===== src/rtl/ip_tx_arb.sv =====
// Transmit arbiter: round-robin grant between ICMP reply and UDP sources, forwards the
// granted byte stream to the MAC with one cycle of latency, then inserts an inter-frame gap.
module ip_tx_arb #(
   parameter int unsigned IFG_CYC     = 12,
   parameter int unsigned TIMEOUT_CYC = 4096
) (
   input  logic        i_clk,
   input  logic        i_rst_n,
   input  logic        i_icmp_req,
   input  logic        i_udp_req,
   input  logic        i_mac_tx_busy,
   output logic        o_icmp_tx_en,
   output logic        o_udp_tx_en,
   input  logic        i_icmp_txsop,
   input  logic        i_icmp_txeop,
   input  logic        i_icmp_txvld,
   input  logic [7:0]  i_icmp_txdata,
   input  logic        i_udp_txsop,
   input  logic        i_udp_txeop,
   input  logic        i_udp_txvld,
   input  logic [7:0]  i_udp_txdata,
   output logic        o_mac_txsop,
   output logic        o_mac_txeop,
   output logic        o_mac_txvld,
   output logic [7:0]  o_mac_txdata,
   output logic        o_tx_abort,
   output logic [15:0] o_tx_frame_len,
   output logic        o_arb_busy
);

   typedef enum logic [2:0] {
      S_IDLE,
      S_GRANT,
      S_WAIT_SOP,
      S_XFER,
      S_GAP
   } state_t;

   localparam logic [15:0] WD_LIM   = 16'(TIMEOUT_CYC);
   localparam logic [15:0] GAP_LAST = 16'(IFG_CYC - 1);

   state_t      state_q;
   logic        icmp_pend_q, udp_pend_q;
   logic        sel_udp_q, last_udp_q;
   logic [15:0] wd_q, gap_q, len_q;
   logic        icmp_en_q, udp_en_q, abort_q;
   logic        mac_sop_q, mac_eop_q, mac_vld_q;
   logic [7:0]  mac_data_q;
   logic [15:0] frame_len_q;

   logic        sel_sop_d, sel_eop_d, sel_vld_d;
   logic [7:0]  sel_data_d;
   logic [15:0] wd_inc_d, len_inc_d;
   logic        wd_exp_d, pick_udp_d, clr_icmp_d, clr_udp_d;

   always_comb begin
      sel_sop_d  = sel_udp_q ? i_udp_txsop  : i_icmp_txsop;
      sel_eop_d  = sel_udp_q ? i_udp_txeop  : i_icmp_txeop;
      sel_vld_d  = sel_udp_q ? i_udp_txvld  : i_icmp_txvld;
      sel_data_d = sel_udp_q ? i_udp_txdata : i_icmp_txdata;
      wd_inc_d   = wd_q + 16'd1;
      wd_exp_d   = (wd_inc_d == WD_LIM);
      len_inc_d  = (len_q == 16'hFFFF) ? len_q : len_q + 16'd1;
      // Both pending: serve the source opposite the one served last.
      pick_udp_d = (icmp_pend_q & udp_pend_q) ? ~last_udp_q : udp_pend_q;
      clr_icmp_d = (state_q == S_GRANT) & ~sel_udp_q;
      clr_udp_d  = (state_q == S_GRANT) &  sel_udp_q;
   end

   always_ff @(posedge i_clk) begin
      if (!i_rst_n) begin
         state_q     <= S_IDLE;
         icmp_pend_q <= 1'b0;
         udp_pend_q  <= 1'b0;
         sel_udp_q   <= 1'b0;
         last_udp_q  <= 1'b1;
         wd_q        <= 16'd0;
         gap_q       <= 16'd0;
         len_q       <= 16'd0;
         icmp_en_q   <= 1'b0;
         udp_en_q    <= 1'b0;
         abort_q     <= 1'b0;
         mac_sop_q   <= 1'b0;
         mac_eop_q   <= 1'b0;
         mac_vld_q   <= 1'b0;
         mac_data_q  <= 8'd0;
         frame_len_q <= 16'd0;
      end else begin
         icmp_en_q   <= 1'b0;
         udp_en_q    <= 1'b0;
         abort_q     <= 1'b0;
         mac_sop_q   <= 1'b0;
         mac_eop_q   <= 1'b0;
         mac_vld_q   <= 1'b0;
         mac_data_q  <= 8'd0;
         // A new request in the clearing cycle keeps the flag set.
         icmp_pend_q <= i_icmp_req | (icmp_pend_q & ~clr_icmp_d);
         udp_pend_q  <= i_udp_req  | (udp_pend_q  & ~clr_udp_d);

         case (state_q)
            S_IDLE: begin
               if ((icmp_pend_q | udp_pend_q) & ~i_mac_tx_busy) begin
                  sel_udp_q <= pick_udp_d;
                  icmp_en_q <= ~pick_udp_d;
                  udp_en_q  <= pick_udp_d;
                  state_q   <= S_GRANT;
               end
            end
            S_GRANT: begin
               last_udp_q <= sel_udp_q;
               wd_q       <= 16'd0;
               state_q    <= S_WAIT_SOP;
            end
            S_WAIT_SOP: begin
               if (sel_sop_d & sel_vld_d) begin
                  mac_sop_q  <= 1'b1;
                  mac_eop_q  <= sel_eop_d;
                  mac_vld_q  <= 1'b1;
                  mac_data_q <= sel_data_d;
                  len_q      <= 16'd1;
                  wd_q       <= 16'd0;
                  if (sel_eop_d) begin
                     frame_len_q <= 16'd1;
                     gap_q       <= 16'd0;
                     state_q     <= S_GAP;
                  end else begin
                     state_q <= S_XFER;
                  end
               end else if (wd_exp_d) begin
                  abort_q <= 1'b1;
                  gap_q   <= 16'd0;
                  state_q <= S_GAP;
               end else begin
                  wd_q <= wd_inc_d;
               end
            end
            S_XFER: begin
               if (sel_vld_d) begin
                  mac_eop_q  <= sel_eop_d;
                  mac_vld_q  <= 1'b1;
                  mac_data_q <= sel_data_d;
                  len_q      <= len_inc_d;
                  wd_q       <= 16'd0;
                  if (sel_eop_d) begin
                     frame_len_q <= len_inc_d;
                     gap_q       <= 16'd0;
                     state_q     <= S_GAP;
                  end
               end else if (wd_exp_d) begin
                  abort_q <= 1'b1;
                  gap_q   <= 16'd0;
                  state_q <= S_GAP;
               end else begin
                  mac_data_q <= sel_data_d;
                  wd_q       <= wd_inc_d;
               end
            end
            S_GAP: begin
               if (gap_q == GAP_LAST) begin
                  state_q <= S_IDLE;
               end else begin
                  gap_q <= gap_q + 16'd1;
               end
            end
            default: state_q <= S_IDLE;
         endcase
      end
   end

   assign o_icmp_tx_en   = icmp_en_q;
   assign o_udp_tx_en    = udp_en_q;
   assign o_mac_txsop    = mac_sop_q;
   assign o_mac_txeop    = mac_eop_q;
   assign o_mac_txvld    = mac_vld_q;
   assign o_mac_txdata   = mac_data_q;
   assign o_tx_abort     = abort_q;
   assign o_tx_frame_len = frame_len_q;
   assign o_arb_busy     = (state_q != S_IDLE);

endmodule

===== config.mk =====
export PLATFORM = sky130hd
export DESIGN_NAME = ip_tx_arb
export DESIGN_NICKNAME = d
export VERILOG_FILES = /design/src/rtl/ip_tx_arb.sv
export SDC_FILE = /design/constraint.sdc
export NUM_CORES = 1
export LEC_CHECK = 0
export BUFFER_PORTS_ARGS = -buffer_cell sky130_fd_sc_hd__clkbuf_2
export CORE_ASPECT_RATIO = 1.5
export CORE_MARGIN = 10
export CORE_UTILIZATION = 45
export DETAILED_ROUTE_END_ITERATION = 12
export GPL_TIMING_DRIVEN = 0
export SLEW_MARGIN = 20
export SYNTH_ARGS = -nofsm -noshare
export SYNTH_HDL_FRONTEND = slang
export SYNTH_SLANG_ARGS = --single-unit

===== constraint.sdc =====
create_clock -name i_clk -period 4.2 [get_ports i_clk]
set_clock_uncertainty 0.1 [all_clocks]
set_input_delay 0.42 -clock i_clk [delete_from_list [all_inputs] [get_ports i_clk]]
set_output_delay 0.42 -clock i_clk [all_outputs]
set_load 0.03 [all_outputs]

After elaboration in Yosys (flattened, before gate mapping)
Cells that the tools add are included.

Bits in registers: 85. Bits of input ports: 27. Output and inout port bits: 31. Logic and storage cells: 108.

Add/sub/neg operators: 3. Equal/unequal tests: 15. Muxes and demuxes: 46. Bitwise gates (word level): 16. Reduce and logical (&&, ||, !) cells: 12.

Operator list (count): 16-bit 2-to-1 mux (15); 16-bit case mux with 3 select lines (2); 16-bit case mux with 2 select lines (2); 16-bit by 1-bit adder with 16-bit output, second input constant (3); 8-bit 2-to-1 mux (4); 3-bit 2-to-1 mux (7); 16-bit by 13-bit equality test with 1-bit output, second input constant (1); 16-bit equality test, second input constant (1); 16-bit by 4-bit equality test with 1-bit output, second input constant (1); 8-bit case mux with 2 select lines (1); 3-bit case mux with 5 select lines (1); 2-bit != test, second input constant (7); 1-bit 2-to-1 mux (11); 3-bit AND reduction (3); 3-bit nonzero test (3); 1-bit AND (7); 3-bit by 2-bit equality test with 1-bit output, second input constant (2); 1-bit NOT (6); 1-bit case mux with 2 select lines (3); 2-bit AND reduction (3); 5-bit AND reduction (1); 3-bit by 1-bit equality test with 1-bit output, second input constant (1); 3-bit equality test, second input constant (1); 3-bit logical NOT (1); other kinds (3) (5).

Depth between registers and ports, before layout
Word-level depth: 5. Gate-level depth with buffers: 8. Gate-level depth less buffers: 7.

Worst setup path before layout
OpenSTA, ideal clock, no wires.

Path type: reg2reg. From: reg wd_q[0]. To: reg gap_q[0]. Setup time: 0.126 ns. Arrival: 2.053 ns. Required time: 3.974 ns. Slack: 1.921 ns. Stages on the path, launching flop included: 9. Buffers on the path: 1. Clock period less this slack: 2.279 ns. Path through: dfxtp_1 ha_1 nand3_1 a211o_1 a211oi_2 o2111ai_2 o211ai_2 buf_4 o22ai_1.

Longest elaborated chain between the ends: 5. Elaborated cells on any way between the ends: 6. Those cells by class: 1 x add/sub; 1 x eq/ne; 4 x mux.

RTL lines: start: declaration (line 45) `logic [15:0] wd_q, gap_q, len_q;`; start signal: assignment (line 134) `wd_q <= wd_inc_d;`; start signal: assignment (line 155) `wd_q <= wd_inc_d;`; 16-bit by 1-bit adder with 16-bit output * (line 61) `wd_inc_d = wd_q + 16'd1;`; 16-bit by 13-bit equality test with 1-bit output * (line 62) `wd_exp_d = (wd_inc_d == WD_LIM);`; 16-bit 2-to-1 mux *; 16-bit 2-to-1 mux, on equally long branches; 16-bit case mux with 3 select lines *; end signal: assignment (line 162) `gap_q <= gap_q + 16'd1;`; end: declaration (line 45).

Every way passes the cells marked *; elsewhere a longest branch is shown, timed or not. A chain may end at the register's enable or synchronous reset.

Worst setup path after layout
From: reg wd_q[0]. To: reg gap_q[12].

The elaborated chain is that of the path after synthesis.

==> out/qor.yml <==
final_layout:
  diodes: 0
  syn_to_final_growth_pct: 15.6
  drive_gt1_share_pct: 18.3
  final_nets: 649
floorplan:
  die-area_sq_um: 14600
  row_count: 44
  fp.coreArea_sq_um: 9740
  io_pins: 58
  die_w_um: 102
  initial_core_util_pct: 46.5
  die_y_um: 143
timing:
  max_freq_ghz: 0.344
  slew_violations: 0
  fin_ws_ns: 1.29
  setup_tns_ns: 0
  slew_headroom_pct: 43.1
  fin_crit_ns: 2.91
  hold_viol: 0
  grt_setup_unrepaired: "false"
  max_slew.worst_pin.slew_ns: 0.853
  finalCritPeriodShare_pct: 69.3
  setup_viol: 0
worst_setup_path:
  arrival_ns: 3.02
  worst_path_max_delay_cell: "dfxtp_1"
  r2r_start: "wd_q[0]$_SDFFE_PN0P_"
  crit_fanout: 10
  cpLargestDelayFamily: "compound AO/OA/AOI/OAI gates"
  crit_start: "wd_q[0]$_SDFFE_PN0P_"
  cp_data_required_time_ns: 4.31
  crit_chain: "ha_1 > nand3_1 > a211o_1 > a211oi_2 > o2111ai_2 > o211ai_2 > buf_4 > a31oi_1"
  endpoint_kind: "register"
  worstSetupPathType: "register to register"
  cp_num_buf_inv: 1
  crit_path_max_incr_delay_ns: 0.50
  cp-start-kind: "register"
pwr:
  power.density_nw_per_um2: 366
  peakVddDrop_v: 0.000266
  leakagePower_uw: 0.00184
global_route:
  antenna_found_initial: 0
  grt-ovfl-total: 0
  grt_util_all_layers_pct: 18.4
  grt_pass1_wl_um: 21600
  grt_pass1_vias: 4325
  grt_max_degree: 14
routing:
  vias: 4417
  dr.pass1.iters: 5
  drt_iter0_drc: 245
  ant_nets: 0
  drc_errors: 0
  wl_per_cell_um: 17.8
  wirelength_um: 13100
  avgViaCountPerCell: 5.99
clock_tree:
  cts_setup_buffers: 0
  clock_latency_ns: 0.34
  cts_tree: "yes"
  clock-root-buffer: "clkbuf_16"
  postCtsHoldBufs: 0
  htree_levels: 3
  clock_path_buffers: 2
  cts.clk_slew.worst_paths_ns: 0.06
  cts_buffers: 9
  cts.sinks: 85
  cts_repair_resize_count: 0
job:
  maxCapViolations: 0
yosys:
  avgSynthCellArea_sq_um: 8.20
  yosysSeqAreaShare_pct: 37.6
  synth_enable_flop_cells: 0
  synthFlopType: "dfxtp_1"
  synth_seq_cells: 85
  ys.warnings.count: 0
  synth_nets: 582
  netlist_instances: 552
  synth_area_sq_um: 4530
  ys_types: 73
  async_flop_share_pct: 0
place:
  port_buffers: 56
  gp_congestion: 0.875
  post-dp-hpwl_um: 9700
  dp_slack_ns: 1.36
min_path:
  hp-class: "primary input to register"
  hp-start: "i_udp_req"
run_status:
  outcome: "finished, final reports clean"
-- power breakdown --
part / switching, uW / internal (uW)
registers: 10.1 / 822
logic: 219 / 87.9
clock network: 320 / 454
-- cell usage after synthesis, types with 5 or more instances --
library cell	number	area (sq um)
nand2_1	64	240
a2bb2oi_1	7	61.3
a21o_1	5	37.5
xnor2_1	7	61.3
a211oi_2	7	87.6
nor4_1	8	50.1
clkbuf_1	19	71.3
a31oi_1	18	113
dfxtp_1	85	1700
mux2i_1	20	200
xor2_1	9	78.8
nor2_1	40	150
nor3_1	30	150
o21ai_0	42	210
nand3_1	25	125
buf_2	13	65.1
o22ai_1	5	31.3
and3_1	10	62.6
a21oi_1	37	185
nand4_1	11	68.8
-- area by class of cell --
class	count	area [sq um]
plain buffers	38	185
repair buffers	56	280
multi-input cells	424	2620
fillers	954	4510
well taps	115	144
clock inverters	5	52.6
clock buffers	10	229
flip-flops and latches	85	1700
inverters	5	18.8
-- registers in the layout (all words and copies together), names as in the netlist, 3 cells and up --
name            count
gap_q              16
len_q              16
o_mac_txdata        8
o_tx_frame_len     16
state_q             3
wd_q               16
-- cells by family (layout without fill, tap and decap cells) --
group | count (synthesis) | after routing | synth area share, %
simple gates | 222 | 222 | 24.7
flops | 85 | 85 | 37.6
mux | 21 | 21 | 4.67
xor+xnor | 16 | 16 | 3.10
buf+inv | 43 | 114 | 4.50
compound gates | 162 | 162 | 24.6
fa+ha+maj | 3 | 3 | 0.829
-- placed cells by master (no fill, tap or decap), types with 4 or more instances in the layout --
| cell | count |
|---|---|
| dfxtp_1 | 85 |
| nand2_1 | 64 |
| clkbuf_2 | 56 |
| o21ai_0 | 42 |
| nor2_1 | 40 |
| a21oi_1 | 37 |
| nor3_1 | 30 |
| nand3_1 | 25 |
| clkbuf_1 | 20 |
| mux2i_1 | 20 |
| a31oi_1 | 18 |
| buf_2 | 13 |
| nand4_1 | 11 |
| and3_1 | 10 |
| xor2_1 | 9 |
| clkbuf_16 | 9 |
| nor4_1 | 8 |
| xnor2_1 | 7 |
| a2bb2oi_1 | 7 |
| a211oi_2 | 7 |
| a21o_1 | 5 |
| o22ai_1 | 5 |
| inv_1 | 4 |
| nand2b_1 | 4 |
| o21a_1 | 4 |
| a211oi_1 | 4 |
-- worst paths after layout --
kind                                     to  slack, ns  depth (start not counted)
max                  gap_q[12]$_SDFFE_PN0P_       1.29                          8
min                   udp_pend_q$_SDFF_PN0_       0.20                          3
max reg2reg          gap_q[12]$_SDFFE_PN0P_       1.29                          8
min reg2reg  o_tx_frame_len[3]$_SDFFE_PN0P_       0.35                          2
-- routing by layer --
metal	global-route usage (%)	part of all wire, %
met1	20.2	42
met2	33.6	53
met3	3.04	3.0
met4	7.68	2.3
met5	0	0
-- metrics by stage --
| stage | cell area (sq um) | hold slack (ns) | std cells | utilization (%) | total power (uW) |
|---|---|---|---|---|---|
| global route | 5230 | 0.211 | 738 | 53.7 | 1990 |
| floorplan | 4530 | 0.332 | 552 | - | 1060 |
| detailed placement | 4950 | 0.345 | 723 | 50.8 | 1160 |
| global placement | 4950 | 0.336 | 723 | 50.8 | 1150 |
| CTS | 5230 | 0.189 | 738 | 53.7 | 1930 |
| finish | 5230 | 0.201 | 738 | 53.7 | 1910 |
-- worst reg2reg max path: stages (launching register included) --
cell,delay [ns]
dfxtp_1,0.50
ha_1,0.30
nand3_1,0.27
a211o_1,0.32
a211oi_2,0.29
o2111ai_2,0.25
o211ai_2,0.39
buf_4,0.26
a31oi_1,0.11
Note: power is estimated with default switching activity, not from simulation.
